## src/rtl/exmem_skid_if.sv

```systemverilog
// EX->MEM stage bus: upstream entry fields with valid/ready, downstream
// presented entry with valid/ready, and the current fill level.
interface exmem_skid_if #(
  parameter int DATA_W = 32,
  parameter int REG_W  = 5
);
  logic              in_valid;
  logic              in_ready;
  logic [1:0]        in_wb;
  logic [2:0]        in_m;
  logic              in_zero;
  logic [DATA_W-1:0] in_alu;
  logic [DATA_W-1:0] in_wdata;
  logic [DATA_W-1:0] in_btarget;
  logic [REG_W-1:0]  in_rd;

  logic              out_valid;
  logic              out_ready;
  logic [1:0]        out_wb;
  logic              out_branch;
  logic              out_memread;
  logic              out_memwrite;
  logic              out_zero;
  logic [DATA_W-1:0] out_alu;
  logic [DATA_W-1:0] out_wdata;
  logic [DATA_W-1:0] out_btarget;
  logic [REG_W-1:0]  out_rd;

  logic [1:0]        occupancy;

  // The pipeline register itself
  modport slave (
    input  in_valid, in_wb, in_m, in_zero, in_alu, in_wdata, in_btarget, in_rd,
    input  out_ready,
    output in_ready,
    output out_valid, out_wb, out_branch, out_memread, out_memwrite, out_zero,
    output out_alu, out_wdata, out_btarget, out_rd, occupancy
  );

  // Whatever surrounds it: EX producer and MEM consumer
  modport master (
    output in_valid, in_wb, in_m, in_zero, in_alu, in_wdata, in_btarget, in_rd,
    output out_ready,
    input  in_ready,
    input  out_valid, out_wb, out_branch, out_memread, out_memwrite, out_zero,
    input  out_alu, out_wdata, out_btarget, out_rd, occupancy
  );
endinterface

```

## src/rtl/exmem_skid_reg.sv

```systemverilog
// EX/MEM pipeline register with a one-entry skid buffer. The main entry
// drives MEM; the skid entry catches the one extra entry that can arrive
// while MEM stalls, so in_ready can be a pure register output.
module exmem_skid_reg #(
  parameter int DATA_W = 32,
  parameter int REG_W  = 5
) (
  input  logic          clk,
  input  logic          rst_n,
  input  logic          flush,
  exmem_skid_if.slave   bus
);

  typedef enum logic [1:0] {
    EMPTY = 2'd0,
    ONE   = 2'd1,
    TWO   = 2'd2
  } state_t;

  typedef struct packed {
    logic [1:0]        wb;
    logic [2:0]        m;      // [2] branch, [1] mem-read, [0] mem-write
    logic              zero;
    logic [DATA_W-1:0] alu;
    logic [DATA_W-1:0] wdata;
    logic [DATA_W-1:0] btarget;
    logic [REG_W-1:0]  rd;
  } entry_t;

  state_t state_reg, state_next;
  entry_t main_reg, main_next;
  entry_t skid_reg, skid_next;
  entry_t in_entry;
  logic   in_ready_reg;
  logic   out_valid;
  logic   in_xfer;
  logic   out_xfer;

  assign in_entry = '{wb: bus.in_wb, m: bus.in_m, zero: bus.in_zero,
                      alu: bus.in_alu, wdata: bus.in_wdata,
                      btarget: bus.in_btarget, rd: bus.in_rd};

  assign out_valid = (state_reg != EMPTY);
  assign in_xfer   = bus.in_valid & in_ready_reg;
  assign out_xfer  = out_valid & bus.out_ready;

  // Next state and next entry contents; flush wins over any transfer
  always_comb begin
    state_next = state_reg;
    main_next  = main_reg;
    skid_next  = skid_reg;
    case (state_reg)
      EMPTY: begin
        if (in_xfer) begin
          main_next  = in_entry;
          state_next = ONE;
        end
      end
      ONE: begin
        if (in_xfer && out_xfer) begin
          main_next = in_entry;
        end else if (in_xfer) begin
          skid_next  = in_entry;
          state_next = TWO;
        end else if (out_xfer) begin
          state_next = EMPTY;
        end
      end
      TWO: begin
        if (out_xfer) begin
          main_next  = skid_reg;
          skid_next  = '0;
          state_next = ONE;
        end
      end
      default: state_next = EMPTY;
    endcase
    if (flush) begin
      // Squash: drop any incoming entry, kill controls, keep data fields
      state_next   = EMPTY;
      main_next    = main_reg;
      skid_next    = skid_reg;
      main_next.wb = '0;
      main_next.m  = '0;
      skid_next.wb = '0;
      skid_next.m  = '0;
    end
  end

  // State, entries and registered in_ready; reset clears everything at once
  always_ff @(posedge clk or negedge rst_n) begin
    if (!rst_n) begin
      state_reg    <= EMPTY;
      main_reg     <= '0;
      skid_reg     <= '0;
      in_ready_reg <= 1'b0;
    end else begin
      state_reg    <= state_next;
      main_reg     <= main_next;
      skid_reg     <= skid_next;
      in_ready_reg <= (state_next != TWO);
    end
  end

  assign bus.in_ready     = in_ready_reg;
  assign bus.out_valid    = out_valid;
  assign bus.occupancy    = state_reg;
  // Controls become a bubble when nothing is presented
  assign bus.out_wb       = out_valid ? main_reg.wb   : 2'b00;
  assign bus.out_branch   = out_valid & main_reg.m[2];
  assign bus.out_memread  = out_valid & main_reg.m[1];
  assign bus.out_memwrite = out_valid & main_reg.m[0];
  assign bus.out_zero     = main_reg.zero;
  assign bus.out_alu      = main_reg.alu;
  assign bus.out_wdata    = main_reg.wdata;
  assign bus.out_btarget  = main_reg.btarget;
  assign bus.out_rd       = main_reg.rd;

endmodule

```

## src/flat_wrapper.sv

```systemverilog
// flat-port wrapper written by rule: the top's interface ports become plain ports
module exmem_skid_reg_flat 
#(
  parameter int DATA_W = 32,
  parameter int REG_W  = 5
)
  (clk, rst_n, flush, bus_in_valid, bus_in_wb, bus_in_m, bus_in_zero, bus_in_alu, bus_in_wdata, bus_in_btarget, bus_in_rd, bus_out_ready, bus_in_ready, bus_out_valid, bus_out_wb, bus_out_branch, bus_out_memread, bus_out_memwrite, bus_out_zero, bus_out_alu, bus_out_wdata, bus_out_btarget, bus_out_rd, bus_occupancy);
  exmem_skid_if #(.DATA_W(DATA_W), .REG_W(REG_W)) bus_i ();
  input  logic clk;
  input  logic rst_n;
  input  logic flush;
  input wire logic [$bits(bus_i.in_valid)-1:0] bus_in_valid;
  input wire logic [$bits(bus_i.in_wb)-1:0] bus_in_wb;
  input wire logic [$bits(bus_i.in_m)-1:0] bus_in_m;
  input wire logic [$bits(bus_i.in_zero)-1:0] bus_in_zero;
  input wire logic [$bits(bus_i.in_alu)-1:0] bus_in_alu;
  input wire logic [$bits(bus_i.in_wdata)-1:0] bus_in_wdata;
  input wire logic [$bits(bus_i.in_btarget)-1:0] bus_in_btarget;
  input wire logic [$bits(bus_i.in_rd)-1:0] bus_in_rd;
  input wire logic [$bits(bus_i.out_ready)-1:0] bus_out_ready;
  output wire logic [$bits(bus_i.in_ready)-1:0] bus_in_ready;
  output wire logic [$bits(bus_i.out_valid)-1:0] bus_out_valid;
  output wire logic [$bits(bus_i.out_wb)-1:0] bus_out_wb;
  output wire logic [$bits(bus_i.out_branch)-1:0] bus_out_branch;
  output wire logic [$bits(bus_i.out_memread)-1:0] bus_out_memread;
  output wire logic [$bits(bus_i.out_memwrite)-1:0] bus_out_memwrite;
  output wire logic [$bits(bus_i.out_zero)-1:0] bus_out_zero;
  output wire logic [$bits(bus_i.out_alu)-1:0] bus_out_alu;
  output wire logic [$bits(bus_i.out_wdata)-1:0] bus_out_wdata;
  output wire logic [$bits(bus_i.out_btarget)-1:0] bus_out_btarget;
  output wire logic [$bits(bus_i.out_rd)-1:0] bus_out_rd;
  output wire logic [$bits(bus_i.occupancy)-1:0] bus_occupancy;
  assign bus_i.in_valid = bus_in_valid;
  assign bus_i.in_wb = bus_in_wb;
  assign bus_i.in_m = bus_in_m;
  assign bus_i.in_zero = bus_in_zero;
  assign bus_i.in_alu = bus_in_alu;
  assign bus_i.in_wdata = bus_in_wdata;
  assign bus_i.in_btarget = bus_in_btarget;
  assign bus_i.in_rd = bus_in_rd;
  assign bus_i.out_ready = bus_out_ready;
  assign bus_in_ready = bus_i.in_ready;
  assign bus_out_valid = bus_i.out_valid;
  assign bus_out_wb = bus_i.out_wb;
  assign bus_out_branch = bus_i.out_branch;
  assign bus_out_memread = bus_i.out_memread;
  assign bus_out_memwrite = bus_i.out_memwrite;
  assign bus_out_zero = bus_i.out_zero;
  assign bus_out_alu = bus_i.out_alu;
  assign bus_out_wdata = bus_i.out_wdata;
  assign bus_out_btarget = bus_i.out_btarget;
  assign bus_out_rd = bus_i.out_rd;
  assign bus_occupancy = bus_i.occupancy;
  exmem_skid_reg #(.DATA_W(DATA_W), .REG_W(REG_W)) u_core (.clk(clk), .rst_n(rst_n), .flush(flush), .bus(bus_i));
endmodule
```

## config.mk

```make
export PLATFORM = sky130hd
export DESIGN_NAME = exmem_skid_reg_flat
export DESIGN_NICKNAME = d
export VERILOG_FILES = /design/src/rtl/exmem_skid_if.sv /design/src/rtl/exmem_skid_reg.sv /design/src/flat_wrapper.sv
export SDC_FILE = /design/constraint.sdc
export NUM_CORES = 1
export LEC_CHECK = 0
export CAP_MARGIN = 10
export CORE_MARGIN = 2
export CORE_UTILIZATION = 32
export CTS_CLUSTER_SIZE = 24
export DETAILED_ROUTE_END_ITERATION = 10
export SKIP_CTS_REPAIR_TIMING = 1
export SLEW_MARGIN = 25
export SYNTH_ARGS = -nofsm -noshare
export SYNTH_HDL_FRONTEND = slang
export SYNTH_SLANG_ARGS = --single-unit
```

## constraint.sdc

```tcl
create_clock -name clk -period 1.9 [get_ports clk]
set_input_delay 0.38 -clock clk [delete_from_list [all_inputs] [get_ports clk]]
set_output_delay 0.38 -clock clk [all_outputs]
set_load 0.005 [all_outputs]
```

After elaboration in Yosys (flattened, before gate mapping) --
Cells that the tools add are included.
Operators by class: reductions and logical operators 11, multiplexer cells 17, eq/ne operators 13, bitwise operators 6
Operators with widths (count):
- 107-bit 2-to-1 mux | 7
- 107-bit one-hot mux with 3 select lines | 1
- 107-bit one-hot mux with 2 select lines | 1
- 2-bit 2-to-1 mux | 7
- 3-bit by 2-bit != test with 1-bit output, second input constant | 4
- 5-bit AND reduction | 2
- 2-bit by 1-bit != test with 1-bit output, second input constant | 4
- 4-bit AND reduction | 2
- 2-bit one-hot mux with 3 select lines | 1
- 3-bit nonzero test | 2
- 1-bit AND | 5
- 2-bit != test, second input constant | 2
- 2-bit nonzero test | 2
- 4-bit nonzero test | 1
- 3-bit != test, second input constant | 1
- 2-bit by 1-bit == test with 1-bit output, second input constant | 1
- 2-bit == test, second input constant | 1
- 2-bit zero test | 1
- 1-bit logical AND | 1
- 1-bit inverter | 1
Word-level totals: bits of input ports 112, register bits 217

Longest topological paths before layout --
Gate-level depths: netlist of the first run.
word-level depth 8, mapped depth 9

Least setup slack after synthesis of the first run --
OpenSTA, ideal clock, no wires.
path kind reg2reg, start register u_core.state_reg[1], in the netlist u_core.bus.occupancy[1], end register u_core.main_reg (netlist bit u_core.bus.out_alu[0]), data required time 1.775 ns, path buffers 3, arrival 1.872 ns, cell stages (with the launch flop) 10, setup slack -0.097 ns, clock period less this slack 1.997 ns, cell sequence dfrtp_1 -> inv_1 -> ha_1 -> buf_6 -> nand2b_4 -> a21oi_2 -> o21a_1 -> buf_6 -> buf_12 -> mux2_4
On the way: longest elaborated chain between the ends 5, elaborated cells on any way between the ends 12, classes of those cells 5 x eq/ne; 1 x mux; 1 x bitwise; 5 x reduce/logical
Ends and longest elaborated chain:
- start: declaration | RTL line exmem_skid_reg.sv:30 | state_t state_reg, state_next;
- start signal: assignment | RTL line exmem_skid_reg.sv:98 | state_reg <= state_next;
- 2-bit nonzero test | RTL line exmem_skid_reg.sv:43 | assign out_valid = (state_reg != EMPTY);
- 1-bit AND | RTL line exmem_skid_reg.sv:45 | assign out_xfer = out_valid & bus.out_ready;
- 1-bit logical AND | RTL line exmem_skid_reg.sv:60 | if (in_xfer && out_xfer) begin
- 2-bit by 1-bit != test with 1-bit output (no line)
- 5-bit AND reduction (no line)
- end signal: assignment | RTL line exmem_skid_reg.sv:99 | main_reg <= main_next;
- end: declaration | RTL line exmem_skid_reg.sv:31 | entry_t main_reg, main_next;
Several ways; a longest one is shown, not always the timed one. A chain may end at the register's enable or synchronous reset.

Worst setup path in the final report of the first run --
start register u_core.state_reg[0], in the netlist u_core.bus.occupancy[0], end register u_core.skid_reg[39] (netlist bit)
On the way: longest elaborated chain between the ends 5, elaborated cells on any way between the ends 11, classes of those cells 5 x eq/ne; 1 x mux; 1 x bitwise; 4 x reduce/logical
Ends and longest elaborated chain:
- 2-bit nonzero test | RTL line exmem_skid_reg.sv:43
- 1-bit AND | RTL line exmem_skid_reg.sv:45
- 1-bit logical AND | RTL line exmem_skid_reg.sv:60
- 2-bit != test (no line)
- 5-bit AND reduction (no line)
- end signal: assignment | RTL line exmem_skid_reg.sv:100 | skid_reg <= skid_next;
- end: declaration | RTL line exmem_skid_reg.sv:32 | entry_t skid_reg, skid_next;
Several ways; a longest one is shown, not always the timed one.

==> results of run 1 <==
==> logic make-up (layout without fill, tap and decap cells) <==
logic type | Yosys count | after routing | synth area share [%]
DFF | 217 | 217 | 47.7
muxes | 209 | 209 | 25.9
buffers and inverters | 153 | 344 | 10.4
and+or+nand+nor | 135 | 135 | 7.30
AOI/OAI and AO/OA | 127 | 127 | 8.28
adders and majority gates | 4 | 4 | 0.439
other | 0 | 1 | 0
==> critical path, cell delays in order (launching register included) <==
cell,delay (ps)
dfrtp_1,390
inv_2,80
ha_4,160
and2b_1,200
o21ai_1,120
nand4b_1,180
buf_6,230
buf_12,170
mux2_4,300
==> worst paths after layout <==
path | slack (ps) | cells after the start | endpoint | from
worst max-delay path | -70 | 8 | u_core.skid_reg[39]$_DFFE_PN0P_ | u_core.bus.occupancy[0]$_DFF_PN0_
worst min-delay path | 330 | 2 | u_core.skid_reg[16]$_DFFE_PN0P_ | rst_n
worst max register to register | -70 | 8 | u_core.skid_reg[39]$_DFFE_PN0P_ | u_core.bus.occupancy[0]$_DFF_PN0_
worst min register to register | 480 | 1 | u_core.bus.out_rd[2]$_DFFE_PN0P_ | u_core.bus.out_rd[2]$_DFFE_PN0P_
max in group asynchronous | 910 | 3 | u_core.bus.out_wdata[4]$_DFFE_PN0P_ | rst_n
min in group clk | 480 | 1 | u_core.bus.out_rd[2]$_DFFE_PN0P_ | u_core.bus.out_rd[2]$_DFFE_PN0P_
==> synth_stat cells <==
| library cell | count |
|---|---|
| buf_6 | 11 |
| a21oi_1 | 3 |
| inv_1 | 2 |
| a22oi_1 | 5 |
| nor3_1 | 2 |
| nand2b_4 | 1 |
| o2111ai_1 | 1 |
| nand2b_1 | 1 |
| mux2_4 | 160 |
| mux2_2 | 43 |
| a21boi_1 | 1 |
| and3_1 | 3 |
| o211ai_1 | 1 |
| clkbuf_1 | 16 |
| buf_2 | 12 |
| nand2_1 | 3 |
| inv_2 | 1 |
| o21a_1 | 2 |
| nor4_2 | 1 |
| nor4bb_1 | 1 |
| nor2_1 | 11 |
| mux2_1 | 1 |
| a31oi_1 | 1 |
| a21oi_2 | 1 |
| and2b_1 | 4 |
| nand4b_1 | 1 |
| buf_4 | 103 |
| o21ai_0 | 2 |
| mux2i_1 | 5 |
| a221oi_1 | 5 |
| a21o_1 | 102 |
| o21ai_1 | 2 |
| o31ai_1 | 1 |
| dfrtp_1 | 217 |
| buf_12 | 8 |
| ha_1 | 4 |
| nor2b_1 | 106 |
| and2_1 | 1 |
==> layer usage <==
layer | part of all wire, % | up-vias
li1 | - | 3145
met1 | 46 | 3366
met2 | 45 | 159
met3 | 6.8 | 40
met4 | 2.0 | 4
met5 | 0.12 | -
==> power by group through the flow <==
stage	registers [mW]	clock network, mW	logic (mW)
2_1_floorplan	7.90	0	7.89
3_3_place_gp	8.28	0	10.1
3_5_place_dp	8.31	0	10.2
4_1_cts	8.31	5.77	10.3
5_1_grt	8.61	5.94	11.3
6_report	8.30	5.61	10.5
==> per-stage QoR <==
step	instances	utilization [%]	worst slack [ps]	instance area, um^2
6_report	1498	42.2	-65.7	14900
5_1_grt	1497	42.2	-144	14900
4_1_cts	1487	41.6	-557	14700
3_5_place_dp	1435	38.7	-486	13700
3_3_place_gp	1435	38.7	-470	13700
2_1_floorplan	845	-	-75.2	11400
==> cell type report <==
cell class                 count  area share (%)
multi-input combinational    475            32.4
timing repair buffer         289            20.5
inverter                       3          0.0756
clock buffer                  37            5.41
clock inverter                15            1.25
antenna                        1          0.0168
sequential                   217            36.5
tap                          461            3.87
==> flow_summary_export.csv, run 1 <==
group,metric,value,unit
run_status,status,"finished with violations",
run_status,violations,"setup timing",
finish,seq_area,0.00543,mm^2
timing,drv_slew,0,
pwr,fin_total_pwr,24.4,mW
pwr,power.density,1640,mW/mm^2
clock_network,cts_tree,"built",
synth,synth.largest_area_cell,"dfrtp_1",
synth,synthCells,845,
global_routing,use_met1,18.2,%
pwr,clkPwrFrac,23.0,%
detailed_routing,via_count,6714,
synth,synthTopCellsByArea,"dfrtp_1, mux2_4, buf_4, a21o_1, nor2b_1",
synth,synth.distinct_cells,38,
placed_design,io_buffers,222,
synth,synth_warnings,0,
detailed_routing,drt_first_pass_iters,4,
timing,period_share,103,%
floorplanning,pin_count,223,
detailed_routing,drt-total-wl,25300,um
worst_setup_path,cp.arrival,2390,ps
global_routing,grt_pass1_vias,7057,
pwr,power_switching,6.80,mW
detailed_routing,route.detailed.wl_per_inst,16.9,um
global_routing,grt_busiest_layer,"met2",
worst_setup_path,startpoint_type,"flop",
detailed_routing,drt_iter0_drc,237,
synth,yosysSeqAreaShare,47.7,%
clock_network,clock_latency,540,ps
placed_design,hpwl,16700,um
clock_network,cts.reportedPaths.clkPinSlew,60,ps
detailed_routing,drc_errors,0,
global_routing,use_met3,3.93,%
detailed_routing,vias_per_cell,4.48,
pwr,leakage,7.18,nW
finish,area_growth,30.7,%
global_routing,grt_pass1_wl,39400,um
run,drv_cap,0,
timing,finalSetupViolCount,171,
worst_setup_path,worstPathRequired,2320,ps
synth,synth.ff_latch_count,217,
min_path,hp-class,"in -> async",
timing,fmax,509,MHz
pwr,combPwrFrac,43.0,%
floorplanning,core_area,0.0353,mm^2
worst_setup_path,crit_path_end_kind,"flop",
timing,finalHoldWorstSlack,331,ps
clock_network,clock_sinks,217,
clock_network,cts_buffers,28,
clock_network,h-tree-depth,1,
synth,syn_area,0.0114,mm^2
clock_network,cts_root_buffer,"clkbuf_16",
pwr,sw_frac_of_total,27.9,%
timing,tightest_slew,378,ps
timing,tns,-6260,ps
timing,hold_violations,0,
timing,final.setup_skew,9.44,ps
global_routing,grt-ovfl-total,0,
pwr,seqPwrFrac,34.0,%
floorplanning,die_w,193,um
timing,setup_ws,-65.7,ps
pwr,intPower,17.6,mW
finish,drive_gt1_share,32.8,%
global_routing,grt_max_degree,59,
synth,synth.avg_cell_area,13.5,um^2
worst_setup_path,path_class,"reg -> reg",
finish,fin_nets,1130,
pwr,max-vdd-ir-drop,0.802,mV
floorplanning,start_util,32.3,%
finish,final_cell_mix,"dfrtp_1, clkdlybuf4s50_1, mux2_4, nor2b_1, a21o_1",
timing,rsz0062_at_grt,"true",
finish,fillers,3279,
floorplanning,fp.dieH,193,um
worst_setup_path,worstPathMaxFanout,16,
global_routing,antenna_found_initial,3,
finish,multiInputGateArea,0.00483,mm^2
floorplanning,row_count,69,
global_routing,track_usage,13.3,%
synth,synth_top_area_share,47.7,%
global_routing,gr-usage-met2,20.7,%
placed_design,finalWeightedCongestion,0.752,
clock_network,cts_max_path_buffers,3,
detailed_routing,ant_nets,0,
synth,postSynthNetCount,961,
floorplanning,dieArea,0.0371,mm^2
timing,finalCriticalPeriod,1970,ps
finish,final_common_cell,"dfrtp_1",
finish,largest_reg_flops,107,
timing,slew-limit-headroom,74.5,%
No activity file was read; power rests on OpenSTA's default activity.
==> inputs of run 2 (changes only) <==
MAX_ROUTING_LAYER = met4   (was default)
==> run 2 against run 1 <==
Effect of this change: the flow still finishes with violations (setup timing); clock power hardly changed; global-route usage grew 0.37 points; setup slack worse by 0.73 ps; power is 0.40% higher; maximum frequency barely moved; count of clock-buffer cells in the layout unchanged; worst hold slack better by 5.0 ps; register-to-register slack about the same; combinational power about the same; clock skew shrank 1.8 ps; sequential cell count unchanged.
==> flow_summary_export.csv, run 2 (same netlist as run 1, synthesis figures left out) <==
group,metric,value,unit
detailed_routing,routed-wl-met2,11600,um
global_routing,grt_max_degree,59,
global_routing,grt_pass1_vias,7058,
floorplanning,die_w,193,um
detailed_routing,drt_iter0_drc,245,
placed_design,dp_cells,1435,
finish,drive_gt1_share,33.0,%
worst_setup_path,crit_chain,"inv_2, ha_4, and2b_1, o21ai_1, nand4b_1, buf_6, buf_12, mux2_4",
finish,final_cell_mix,"dfrtp_1, clkdlybuf4s50_1, mux2_4, nor2b_1, a21o_1",
pwr,fin_total_pwr,24.5,mW
floorplanning,dieArea,0.0371,mm^2
clock_network,cts_buffers,28,
floorplanning,pin_count,223,
finish,final_common_cell,"dfrtp_1",
placed_design,finalWeightedCongestion,0.762,
finish,stdcell_count,1502,
pwr,max-vdd-ir-drop,0.806,mV
worst_setup_path,path_class,"reg -> reg",
worst_setup_path,worstPathMaxFanout,11,
global_routing,grt-ovfl-total,0,
detailed_routing,drt_first_pass_iters,4,
timing,tightest_slew,379,ps
detailed_routing,wirelength_met1,12200,um
detailed_routing,dr.max_layer_used,"met4",
worst_setup_path,crit_slowest_cell,"dfrtp_1",
clock_network,cts_max_path_buffers,3,
timing,hold_violations,0,
timing,tns,-4670,ps
timing,finalCriticalPeriod,1970,ps
run,drv_cap,0,
detailed_routing,ant_nets,0,
worst_setup_path,timing.rr.end,"u_core.skid_reg[67]$_DFFE_PN0P_",
finish,fin_nets,1132,
placed_design,place_area,0.0137,mm^2
worst_setup_path,crit_path_end_kind,"flop",
clock_network,cts_tree,"built",
timing,finalSetupViolCount,150,
floorplanning,start_util,32.3,%
placed_design,hpwl,16700,um
finish,seq_area,0.00543,mm^2
run_status,status,"finished with violations",
timing,final.setup_skew,7.68,ps
finish,fillers,3275,
worst_setup_path,cp.arrival,2380,ps
worst_setup_path,r2r-start,"u_core.bus.occupancy[0]$_DFF_PN0_",
timing,rsz0062_at_grt,"true",
finish,largest_reg_flops,107,
global_routing,grt_pass1_wl,39400,um
global_routing,track_usage,13.7,%
run_status,violations,"setup timing",
finish,post-route-util,42.3,%
worst_setup_path,path_delay_family,"buffers and inverters",
clock_network,cts.reportedPaths.clkPinSlew,60,ps
worst_setup_path,startpoint_type,"flop",
timing,drv_slew,0,
min_path,hp-class,"in -> async",
detailed_routing,via_count,6708,
finish,multiInputGateArea,0.00483,mm^2
detailed_routing,route.detailed.wl_per_inst,17.2,um
clock_network,clock_latency,530,ps
timing,slew-limit-headroom,74.7,%
worst_setup_path,worstPathRequired,2310,ps
detailed_routing,wl_met3,1530,um
detailed_routing,drt-total-wl,25800,um
clock_network,h-tree-depth,1,
pwr,leakage,7.20,nW
timing,period_share,103,%
worst_setup_path,critPathMaxStageDelay,390,ps
finish,area_growth,31.2,%
worst_setup_path,reg2regPathDepth,8,
worst_setup_path,ff2ff_setup_slack,-70,ps
timing,fmax,509,MHz
floorplanning,fp.dieH,193,um
detailed_routing,drc_errors,0,
worst_setup_path,cp_num_buf_inv,3,
global_routing,antenna_found_initial,3,
pwr,power.density,1640,mW/mm^2
floorplanning,row_count,69,
timing,finalHoldWorstSlack,336,ps
placed_design,io_buffers,222,
detailed_routing,vias_per_cell,4.47,
clock_network,cts_root_buffer,"clkbuf_16",
clock_network,clock_sinks,217,
finish,fin_area,0.0150,mm^2
floorplanning,core_area,0.0353,mm^2
placed_design,dp_slack,-486,ps
timing,setup_ws,-66.4,ps
## run 2: changes by cell type in the layout (fill, tap and decap cells not counted), sizes merged
cell	delta
clkbuf	+2
diode	+2
## run 2: worst max path at each step
stage / from / slack, ps / cells after the start / to
2_1_floorplan: u_core.bus.occupancy[1]$_DFF_PN0_ / -80 / 9 / u_core.bus.out_alu[0]$_DFFE_PN0P_
3_3_place_gp: bus_out_ready / -470 / 7 / u_core.skid_reg[84]$_DFFE_PN0P_
3_5_place_dp: bus_out_ready / -490 / 7 / u_core.skid_reg[83]$_DFFE_PN0P_
4_1_cts: u_core.bus.occupancy[0]$_DFF_PN0_ / -560 / 5 / bus_out_memread
5_1_grt: u_core.bus.occupancy[0]$_DFF_PN0_ / -140 / 5 / bus_out_wb[0]
6_report: u_core.bus.occupancy[0]$_DFF_PN0_ / -70 / 8 / u_core.skid_reg[67]$_DFFE_PN0P_
## run 2: final cells by class
| class | count | share of cell area (%) |
|---|---|---|
| flip-flops and latches | 217 | 36.3 |
| clock buffers | 37 | 5.39 |
| multi-input cells | 475 | 32.3 |
| well taps | 461 | 3.86 |
| clock inverters | 15 | 1.25 |
| repair buffers | 291 | 20.8 |
| inverters | 3 | 0.0753 |
| diodes | 3 | 0.0502 |
## run 2: power by group
| group | total, mW | leakage (nW) | internal (mW) | switching [mW] |
|---|---|---|---|---|
| Clock | 5.61 | 0.497 | 3.52 | 2.09 |
| Combinational | 10.6 | 4.11 | 7.17 | 3.41 |
| Sequential | 8.30 | 2.59 | 6.97 | 1.33 |
## run 2: layer usage
layer / vias to the layer above / track usage, %
li1: 3154 / -
met1: 3355 / 18.5
met2: 161 / 20.7
met3: 38 / 3.40
met4: 0 / 3.23
met5: - / -
==> inputs of run 3 (changes only) <==
CTS_CLUSTER_DIAMETER = 30   (was default)
==> run 3 against run 2 <==
Effect of this change: the run still ends with setup timing left; worst hold slack worse by 51 ps; sequential cell count unchanged; first-iteration DRC count up 2.0%; maximum frequency down 3.3%; cell count up 3.7%; design area up 7.6%; sequential share of layout area down 2.6 points; sequential power about the same.
==> flow_summary_export.csv, run 3 (same netlist as run 1, synthesis figures left out) <==
group,metric,value,unit
timing,fmax,492,MHz
detailed_routing,drc_errors,0,
finish,drive_gt1_share,35.6,%
floorplanning,dieArea,0.0371,mm^2
run,drv_cap,0,
detailed_routing,routed-wl-met2,11500,um
clock_network,cts_buffers,60,
pwr,leakage,7.74,nW
worst_setup_path,startpoint_type,"flop",
floorplanning,fp.dieH,193,um
finish,fin_nets,1159,
clock_network,cts.reportedPaths.clkPinSlew,50,ps
finish,seq_area,0.00543,mm^2
floorplanning,row_count,69,
finish,largest_reg_flops,107,
floorplanning,pin_count,223,
pwr,power.density,1840,mW/mm^2
finish,multiInputGateArea,0.00482,mm^2
global_routing,track_usage,14.4,%
timing,tightest_slew,405,ps
min_path,hp-class,"in -> async",
detailed_routing,route.detailed.wl_per_inst,16.7,um
placed_design,finalWeightedCongestion,0.762,
clock_network,h-tree-depth,2,
worst_setup_path,path_class,"reg -> reg",
timing,final.setup_skew,15.3,ps
worst_setup_path,cp_num_buf_inv,2,
detailed_routing,ant_nets,0,
floorplanning,die_w,193,um
clock_network,cts_max_path_buffers,3,
finish,fillers,3159,
timing,finalSetupViolCount,168,
placed_design,dp_cells,1435,
finish,final_common_cell,"dfrtp_1",
run_status,status,"finished with violations",
worst_setup_path,worstPathMaxFanout,32,
placed_design,place_area,0.0137,mm^2
worst_setup_path,critPathMaxStageDelay,380,ps
finish,final_cell_mix,"dfrtp_1, clkdlybuf4s50_1, mux2_4, nor2b_1, a21o_1",
finish,stdcell_count,1557,
detailed_routing,drt_iter0_drc,250,
run_status,violations,"setup timing",
placed_design,hpwl,16700,um
timing,drv_slew,0,
global_routing,grt_pass1_vias,7366,
timing,setup_ws,-133,ps
clock_network,clock_latency,590,ps
worst_setup_path,crit_slowest_cell,"dfrtp_1",
timing,hold_violations,0,
detailed_routing,wl_met3,1990,um
global_routing,grt_pass1_wl,40700,um
detailed_routing,dr.max_layer_used,"met4",
worst_setup_path,crit_chain,"inv_2, ha_4, and2b_1, o21ai_1, nand4b_1, clkbuf_8, mux2_4",
placed_design,io_buffers,222,
worst_setup_path,path_delay_family,"buffers and inverters",
global_routing,grt_max_degree,59,
floorplanning,start_util,32.3,%
clock_network,clock_sinks,217,
finish,area_growth,41.2,%
worst_setup_path,cp.arrival,2490,ps
timing,rsz0062_at_grt,"true",
worst_setup_path,worstPathRequired,2360,ps
timing,finalCriticalPeriod,2030,ps
detailed_routing,drt-total-wl,26000,um
timing,slew-limit-headroom,73.0,%
pwr,max-vdd-ir-drop,0.876,mV
detailed_routing,vias_per_cell,4.44,
global_routing,antenna_found_initial,3,
floorplanning,core_area,0.0353,mm^2
global_routing,grt-ovfl-total,0,
clock_network,cts_tree,"built",
detailed_routing,wirelength_met1,12100,um
worst_setup_path,crit_path_end_kind,"flop",
timing,period_share,107,%
finish,fin_area,0.0161,mm^2
detailed_routing,drt_first_pass_iters,4,
detailed_routing,via_count,6912,
worst_setup_path,ff2ff_setup_slack,-130,ps
clock_network,cts_root_buffer,"clkbuf_16",
run 3: cell types whose count changed in the layout (fill, tap and decap cells not counted), moves of 2 or more:
cell	previous run	this run
buf_12	16	19
buf_4	35	38
buf_6	10	3
buf_8	3	1
bufinv_16	4	12
clkbuf_1	3	10
clkbuf_16	35	63
clkbuf_8	5	11
clkinv_16	0	2
clkinv_2	8	12
clkinv_4	3	0
clkinvlp_4	0	5
run 3: through the flow:
stage,utilization (%),hold WS (ps),setup slack (ps),setup TNS (ps),power [mW]
after detailed placement,38.7,302,-486,-69190,18.6
final,45.5,286,-133,-10710,29.6
after global routing,45.5,288,-202,-26160,31.2
after global placement,38.7,308,-470,-64940,18.4
after CTS,45.0,-337,-630,-30820,29.7
after floorplan,-,84.4,-75.2,-6120,15.8
run 3: worst paths after layout:
check | endpoint | startpoint | depth (start not counted)
min | u_core.skid_reg[25]$_DFFE_PN0P_ | rst_n | 2
min reg2reg | u_core.bus.out_rd[2]$_DFFE_PN0P_ | u_core.bus.out_rd[2]$_DFFE_PN0P_ | 1
min in group clk | u_core.bus.occupancy[0]$_DFF_PN0_ | flush | 2
max reg2reg | u_core.skid_reg[13]$_DFFE_PN0P_ | u_core.bus.occupancy[1]$_DFF_PN0_ | 7
max | u_core.skid_reg[13]$_DFFE_PN0P_ | u_core.bus.occupancy[1]$_DFF_PN0_ | 7
max in group asynchronous | u_core.bus.out_alu[28]$_DFFE_PN0P_ | rst_n | 3
run 3: report_power, final:
part	internal, mW	switching, mW	total, mW
Sequential	6.98	1.33	8.31
Clock	7.76	3.08	10.8
Combinational	7.09	3.36	10.4
run 3: routing by layer:
metal / track usage (%) / vias to the layer above
met3: 5.58 / 41
li1: - / 3232
met4: 4.67 / 0
met1: 18.6 / 3456
met2: 20.6 / 183
met5: - / -
run 3: layout make-up:
| cell class | instances | share of cell area, % |
|---|---|---|
| sequential | 217 | 33.8 |
| multi-input combinational | 475 | 30.0 |
| timing repair buffer | 286 | 18.8 |
| clock buffer | 80 | 10.4 |
| tap | 461 | 3.59 |
| clock inverter | 32 | 3.32 |
| inverter | 3 | 0.0856 |
| antenna | 3 | 0.0467 |
